<file path="config.mk">
export PLATFORM = sky130hd
export DESIGN_NAME = uint32_transmitter
export DESIGN_NICKNAME = d
export VERILOG_FILES = /design/src/rtl/uint32_transmitter.sv
export SDC_FILE = /design/constraint.sdc
export NUM_CORES = 1
export LEC_CHECK = 0
export CORE_ASPECT_RATIO = 1.4
export CORE_MARGIN = 2
export CORE_UTILIZATION = 53
export CTS_CLUSTER_DIAMETER = 200
export DETAILED_ROUTE_END_ITERATION = 8
export PLACE_DENSITY = 0.83
export SETUP_SLACK_MARGIN = 0.05
export SLEW_MARGIN = 40
export SYNTH_ARGS = -nofsm -noshare
export SYNTH_HDL_FRONTEND = slang
export SYNTH_SLANG_ARGS = --single-unit
</file>
<file path="constraint.sdc">
create_clock -name clk -period 2.05 [get_ports clk]
set_clock_uncertainty 0.15 [all_clocks]
set_input_delay 0.205 -clock clk [delete_from_list [all_inputs] [get_ports clk]]
set_output_delay 0.205 -clock clk [all_outputs]
set_load 0.005 [all_outputs]
</file>
<file path="src/rtl/uint32_transmitter.sv">
// Sends 32-bit words as four bytes, MSB first, through the uart_tx byte handshake.
// Optional fifth XOR checksum byte per word when UINT32_TX_CHECKSUM_EN is defined.
module uint32_transmitter (
    input  logic        clk,
    input  logic        reset,
    input  logic [31:0] data,
    input  logic        enable,
    output logic        ready,
    output logic        busy,
    output logic        done,
    output logic        dropped,
    output logic [7:0]  uart_data,
    output logic        uart_enable,
    input  logic        uart_ready
);

    localparam logic [1:0] StIdle     = 2'd0;
    localparam logic [1:0] StSend     = 2'd1;
    localparam logic [1:0] StWaitLow  = 2'd2;
    localparam logic [1:0] StWaitHigh = 2'd3;

`ifdef UINT32_TX_CHECKSUM_EN
    localparam logic [2:0] LastIdx = 3'd4;
`else
    localparam logic [2:0] LastIdx = 3'd3;
`endif

    logic [1:0]  state_q, state_d;
    logic [31:0] hold_q, hold_d;
    logic        hold_valid_q, hold_valid_d;
    logic [31:0] shift_q, shift_d;
    logic [2:0]  idx_q, idx_d;
    logic [7:0]  uart_data_q, uart_data_d;
    logic        uart_enable_q, uart_enable_d;
    logic        done_q, done_d;
    logic        dropped_q, dropped_d;
    logic        busy_q, busy_d;
`ifdef UINT32_TX_CHECKSUM_EN
    logic [7:0]  csum_q, csum_d;
`endif

    always_comb begin
        state_d       = state_q;
        hold_d        = hold_q;
        hold_valid_d  = hold_valid_q;
        shift_d       = shift_q;
        idx_d         = idx_q;
        uart_data_d   = uart_data_q;
        uart_enable_d = 1'b0;
        done_d        = 1'b0;
        dropped_d     = enable && hold_valid_q;
`ifdef UINT32_TX_CHECKSUM_EN
        csum_d        = csum_q;
`endif

        // Accept and drain are exclusive: accept needs hold empty, drain needs it full.
        if (enable && !hold_valid_q) begin
            hold_d       = data;
            hold_valid_d = 1'b1;
        end

        case (state_q)
            StIdle: begin
                if (hold_valid_q) begin
                    shift_d      = hold_q;
                    hold_valid_d = 1'b0;
                    idx_d        = 3'd0;
`ifdef UINT32_TX_CHECKSUM_EN
                    csum_d       = 8'd0;
`endif
                    state_d      = StSend;
                end
            end
            StSend: begin
                if (uart_ready) begin
                    uart_enable_d = 1'b1;
                    uart_data_d   = shift_q[31:24];
`ifdef UINT32_TX_CHECKSUM_EN
                    if (idx_q == LastIdx) begin
                        uart_data_d = csum_q;
                    end
                    csum_d = csum_q ^ shift_q[31:24];
`endif
                    state_d = StWaitLow;
                end
            end
            StWaitLow: begin
                if (!uart_ready) begin
                    state_d = StWaitHigh;
                end
            end
            StWaitHigh: begin
                if (uart_ready) begin
                    if (idx_q == LastIdx) begin
                        done_d  = 1'b1;
                        state_d = StIdle;
                    end else begin
                        shift_d = {shift_q[23:0], 8'h00};
                        idx_d   = idx_q + 3'd1;
                        state_d = StSend;
                    end
                end
            end
            default: state_d = StIdle;
        endcase

        busy_d = hold_valid_d || (state_d != StIdle);
    end

    always_ff @(posedge clk) begin
        if (reset) begin
            state_q       <= StIdle;
            hold_q        <= 32'd0;
            hold_valid_q  <= 1'b0;
            shift_q       <= 32'd0;
            idx_q         <= 3'd0;
            uart_data_q   <= 8'd0;
            uart_enable_q <= 1'b0;
            done_q        <= 1'b0;
            dropped_q     <= 1'b0;
            busy_q        <= 1'b0;
`ifdef UINT32_TX_CHECKSUM_EN
            csum_q        <= 8'd0;
`endif
        end else begin
            state_q       <= state_d;
            hold_q        <= hold_d;
            hold_valid_q  <= hold_valid_d;
            shift_q       <= shift_d;
            idx_q         <= idx_d;
            uart_data_q   <= uart_data_d;
            uart_enable_q <= uart_enable_d;
            done_q        <= done_d;
            dropped_q     <= dropped_d;
            busy_q        <= busy_d;
`ifdef UINT32_TX_CHECKSUM_EN
            csum_q        <= csum_d;
`endif
        end
    end

    assign ready       = !hold_valid_q;
    assign busy        = busy_q;
    assign done        = done_q;
    assign dropped     = dropped_q;
    assign uart_data   = uart_data_q;
    assign uart_enable = uart_enable_q;

endmodule

</file>
Yosys cells after proc, flatten, opt, wreduce, memory -nomap -nowiden
Index checks and enable logic that the tools add are counted.
{"block": "classes", "n_bitwise": 3, "reduce_logical": 11, "addsub": 1, "mux": 19, "eq_ne": 7}
{"op": "$mux W32", "n": 3}
{"op": "$pmux W32 S2", "n": 1}
{"op": "$mux W3", "n": 3}
{"op": "$mux W2", "n": 4}
{"op": "$pmux W2 S4", "n": 1}
{"op": "$mux W1", "n": 6}
{"op": "$ne A2 B2 Y1 const B", "n": 3}
{"op": "$pmux W3 S2", "n": 1}
{"op": "$eq A2 B2 Y1 const B", "n": 2}
{"op": "$reduce_and A4 Y1", "n": 1}
{"op": "$reduce_bool A2 Y1", "n": 2}
{"op": "$add A3 B1 Y3 const B", "n": 1}
{"op": "$eq A3 B2 Y1 const B", "n": 1}
{"op": "$not A1 Y1", "n": 3}
{"op": "$reduce_or A3 Y1", "n": 1}
{"op": "$eq A2 B1 Y1 const B", "n": 1}
{"op": "$logic_and A1 B1 Y1", "n": 2}
{"op": "$logic_not A2 Y1", "n": 1}
{"op": "$reduce_and A2 Y1", "n": 1}
{"op": "$reduce_or A2 Y1", "n": 1}
{"op": "$logic_not A1 Y1", "n": 1}
{"op": "$logic_or A1 B1 Y1", "n": 1}
{"block": "word_totals", "inputBits": 36, "output_inout_bits": 13, "register_bits": 82, "wordCells": 51}

Longest topological paths before layout
Gate-level depths: netlist (run 1).
{"block": "depth", "ltp_word": 6, "ltp_mapped": 7}

Least setup slack after synthesis (run 1)
No wires, ideal clock.
{"block": "synth_timing", "path_kind": "register -> register", "start": "reg idx_q[0]", "end": "reg shift_q[10]", "path_stages_with_launch": 8, "period_less_slack_ps": 1684, "t_arrival_ps": 1445, "path_slack_ps": 366, "cell_sequence": "dfxtp_1 > ha_1 > ha_1 > and4b_1 > buf_4 > buf_6 > nor3_1 > a311oi_2"}
{"block": "synth_via", "elab_chain_cells": 3}
{"element": "start: declaration", "line_no": "32", "rtl": "logic [2:0] idx_q, idx_d;"}
{"element": "start signal: assignment", "line_no": "130", "rtl": "idx_q <= idx_d;"}
{"element": "$eq A3 B2 Y1", "line_no": "94", "rtl": "if (idx_q == LastIdx) begin"}
{"element": "$ne A2 B2 Y1 (no line)"}
{"element": "$reduce_and A4 Y1 (no line)"}
{"element": "end signal: assignment", "line_no": "129", "rtl": "shift_q <= shift_d;"}
{"element": "end: declaration", "line_no": "31", "rtl": "logic [31:0] shift_q, shift_d;"}
No other way between the ends.
A chain may end at the register's enable or synchronous reset.

Worst setup path in the final report (run 1)
{"block": "layout_timing", "start": "reg idx_q[0]", "end": "reg shift_q[16]"}
Same word-level chain as after synthesis.

==> results of run 1 <==
## Yosys cell counts, drive strengths merged
master  number  area [um2]
xor2         1       8.760
nand4b       2       17.52
nand2       92       347.8
dfxtp       82        1642
nand4        1       6.260
o21ai        2       10.01
nand2b       2       12.51
a41oi        1       8.760
or3b         1       8.760
nor3b        2       26.28
o211ai       8       60.06
nand3b       1       7.510
nand3       35       175.2
ha           2       25.02
inv          3       11.26
a311oi      24       335.3
nor2        11       41.29
mux2i        8       80.08
a21oi       45       225.2
clkbuf      19       71.32
nor2b        2       12.51
and4b        1       10.01
buf         19       133.9
nor3        25       125.1
## worst register-to-register path: stages, from the launching register on
cell and delay (ns):
dfxtp_1 0.33, ha_1 0.20, ha_1 0.21, and4b_1 0.30
buf_12 0.20, nor3_1 0.08, a311oi_1 0.32
## registers in the layout, indices dropped and copies added (netlist names)
signal        cells
state_q           2
uart_enable       1
hold_valid_q      1
busy              1
shift_q          32
done              1
dropped           1
hold_q           32
uart_data         8
idx_q             3
## per-layer routing
layer | vias to the layer above | track usage, % | wire length, um
met1 | 1368 | 24.72 | 2876
met2 | 84 | 36.89 | 3736
met4 | 0 | 12.63 | 280
met5 | - | 0 | 0
li1 | 1426 | - | -
met3 | 26 | 3.988 | 288
## final cells by class
cell class	instances	area, um2
multi-input combinational	266	1546
inverter	3	11.26
sequential	82	1642
timing repair buffer	61	610.6
tap	72	90.09
clock buffer	10	137.6
clock inverter	6	90.09
fill	506	2083
## metrics by stage
| stage | util (%) | power (mW) |
|---|---|---|
| global placement | 62.79 | 2.301 |
| CTS | 66.46 | 3.594 |
| finish | 66.46 | 3.586 |
| detailed placement | 62.79 | 2.319 |
| global route | 66.46 | 3.726 |
| floorplan | - | 2.149 |
## path summary, 6_finish.rpt
path                              end  slack (ns)  depth (start not counted)
max          shift_q[16]$_SDFFE_PP0P_        0.15                          6
min             state_q[1]$_SDFF_PP0_        0.09                          2
max reg2reg  shift_q[16]$_SDFFE_PP0P_        0.15                          6
min reg2reg   hold_q[18]$_SDFFE_PP0P_        0.31                          2
## cell families (layout without fill, tap and decap cells)
| logic type | Yosys count | count (layout) | share of synthesized area, % |
|---|---|---|---|
| AO/OA/AOI/OAI | 80 | 80 | 18.79 |
| multiplexers | 8 | 8 | 2.354 |
| flip-flops | 82 | 82 | 48.25 |
| AND/OR/NAND/NOR | 175 | 175 | 23.24 |
| adder cells (fa/ha/maj) | 2 | 2 | 0.7354 |
| buffers and inverters | 41 | 80 | 6.362 |
| XOR/XNOR | 1 | 1 | 0.2575 |
## cell usage in the layout, fill, tap and decap left out, types with 2 or more instances in the layout
cell             count
a21oi_1             45
a311oi_1             4
a311oi_2            20
buf_12               3
buf_4               10
bufinv_16            2
clkbuf_8            10
clkdlybuf4s50_1     47
clkinvlp_4           4
dfxtp_1             82
ha_1                 2
inv_1                3
mux2i_1              8
nand2_1             91
nand2b_1             2
nand3_1             35
nand4b_1             2
nor2_1              11
nor3_1              25
o211ai_1             8
o21ai_0              2
## report_power, final
part / switching, mW / internal, mW
registers: 0.0701 / 1.70
logic: 0.272 / 0.239
clock network: 0.584 / 0.718
total: 0.926 / 2.66
==> impl_metrics.toml, run 1 <==
[status]
status = "finished clean"

[floorplanning]
ios = 49
die_h_um = 98.80
design.core.area_mm2 = 0.006211
initial_core_util_pct = 54.77
die_x_um = 71.71
rows = 34
dieArea_mm2 = 0.007085

[pwr]
power.density_mw_per_mm2 = 868.8
ir_worst_vdd_mv = 0.5482
leakage_nw = 1.436

[worst_setup_path]
critical_path_buf_inv_count = 1
rr_startpoint = "idx_q[0]$_SDFFE_PP0P_"
path_common_cell = "ha_1"
path_class = "register to register"
crit_fanout = 35
cp_slowest_stage_delay_ns = 0.33
path_cells = "ha_1 -> ha_1 -> and4b_1 -> buf_12 -> nor3_1 -> a311oi_1"
cp_slowest_cell = "dfxtp_1"
cp.required_ns = 2.14
critPathLaunch = "idx_q[0]$_SDFFE_PP0P_"
cpLargestDelayFamily = "adder cells"
end_kind = "register"
critPathLaunchType = "register"
arrival_ns = 1.99

[synthesis]
ys_ff_latch = 82
yosys_warnings = 0
syn_avg_cell_area_um2 = 8.746
netlist_area_mm2 = 0.003402
synth_cells = 389
yosysSeqAreaShare_pct = 48.25
ys_types = 29
synth_nets = 427

[final_layout]
drive_gt1_share_pct = 12.38
fin_nets = 461
area.growth.synth_to_final_pct = 21.33
layoutNonFillerInstCount = 500
antenna_cells = 0
design_area_mm2 = 0.004128

[sta]
timing.setup.tns_ns = 0
setup_slack_ns = 0.1546
fmax_mhz = 527.6
worst_slew_pin_slew_ns = 0.4465
finalCritPeriodShare_pct = 92.46
setup_viol = 0
hold_violations = 0
whs_ns = 0.09470
rsz0062_at_grt = "no"
maxSlewHeadroom_pct = 70.19
min_period_ns = 1.895
slew_violations = 0

[grt]
grt_pass1_wl_um = 12160
grt_max_degree = 64
antenna_found_initial = 0
overflow = 0
grtUsageTotal_pct = 21.59
grt_pass1_vias = 2734

[clock_network]
cts_buffer_depth = 2
clk_transition_reported_paths_ns = 0.08
ctsHoldBuffers = 0
htree_num_levels = 3
cts_setup_buffers = 0
clk_latency_ns = 0.36
cts_sinks = 82
cts_resized = 0
numCtsBuffers = 9
root_buffer = "clkbuf_8"
cts_tree = "built"

[detailed_routing]
viasPerCell = 5.808
drtIter0Drc = 217
vias = 2904
drc = 0
drtPass1Iterations = 5
ant_nets = 0
post_drt_wl_per_cell_um = 14.36
drt_wl_total_um = 7181

[place]
dp_slack_ns = 0.2442
dp.cells = 484
dpl.hpwl_um = 4692
place_area_mm2 = 0.003900
globalplace.congestion = 0.7706
port_buffers = 48

[min_path]
worstHoldStart = "reset"
hp-class = "primary input to register"

[job]
maxCapViolCount = 0
Note: power is estimated with default switching activity, not from simulation.
==> inputs of run 2 (changes only) <==
--- a/config.mk
+++ b/config.mk
@@ -5,10 +5,11 @@
 export SDC_FILE = /design/constraint.sdc
 export NUM_CORES = 1
 export LEC_CHECK = 0
+export CAP_MARGIN = 40
 export CORE_ASPECT_RATIO = 1.4
 export CORE_MARGIN = 2
 export CORE_UTILIZATION = 53
-export CTS_CLUSTER_DIAMETER = 200
+export CTS_CLUSTER_DIAMETER = 40
 export DETAILED_ROUTE_END_ITERATION = 8
 export PLACE_DENSITY = 0.83
 export SETUP_SLACK_MARGIN = 0.05
==> results of run 2 <==
Same layout as run 1: the final DEF is identical, and so are final timing and power.
==> inputs of run 3 (changes only) <==
--- a/config.mk
+++ b/config.mk
@@ -12,7 +12,6 @@
 export CTS_CLUSTER_DIAMETER = 40
 export DETAILED_ROUTE_END_ITERATION = 8
 export PLACE_DENSITY = 0.83
-export SETUP_SLACK_MARGIN = 0.05
 export SLEW_MARGIN = 40
 export SYNTH_ARGS = -nofsm -noshare
 export SYNTH_HDL_FRONTEND = slang
==> results of run 3 <==
Same layout as run 1: the final DEF is identical, and so are final timing and power.
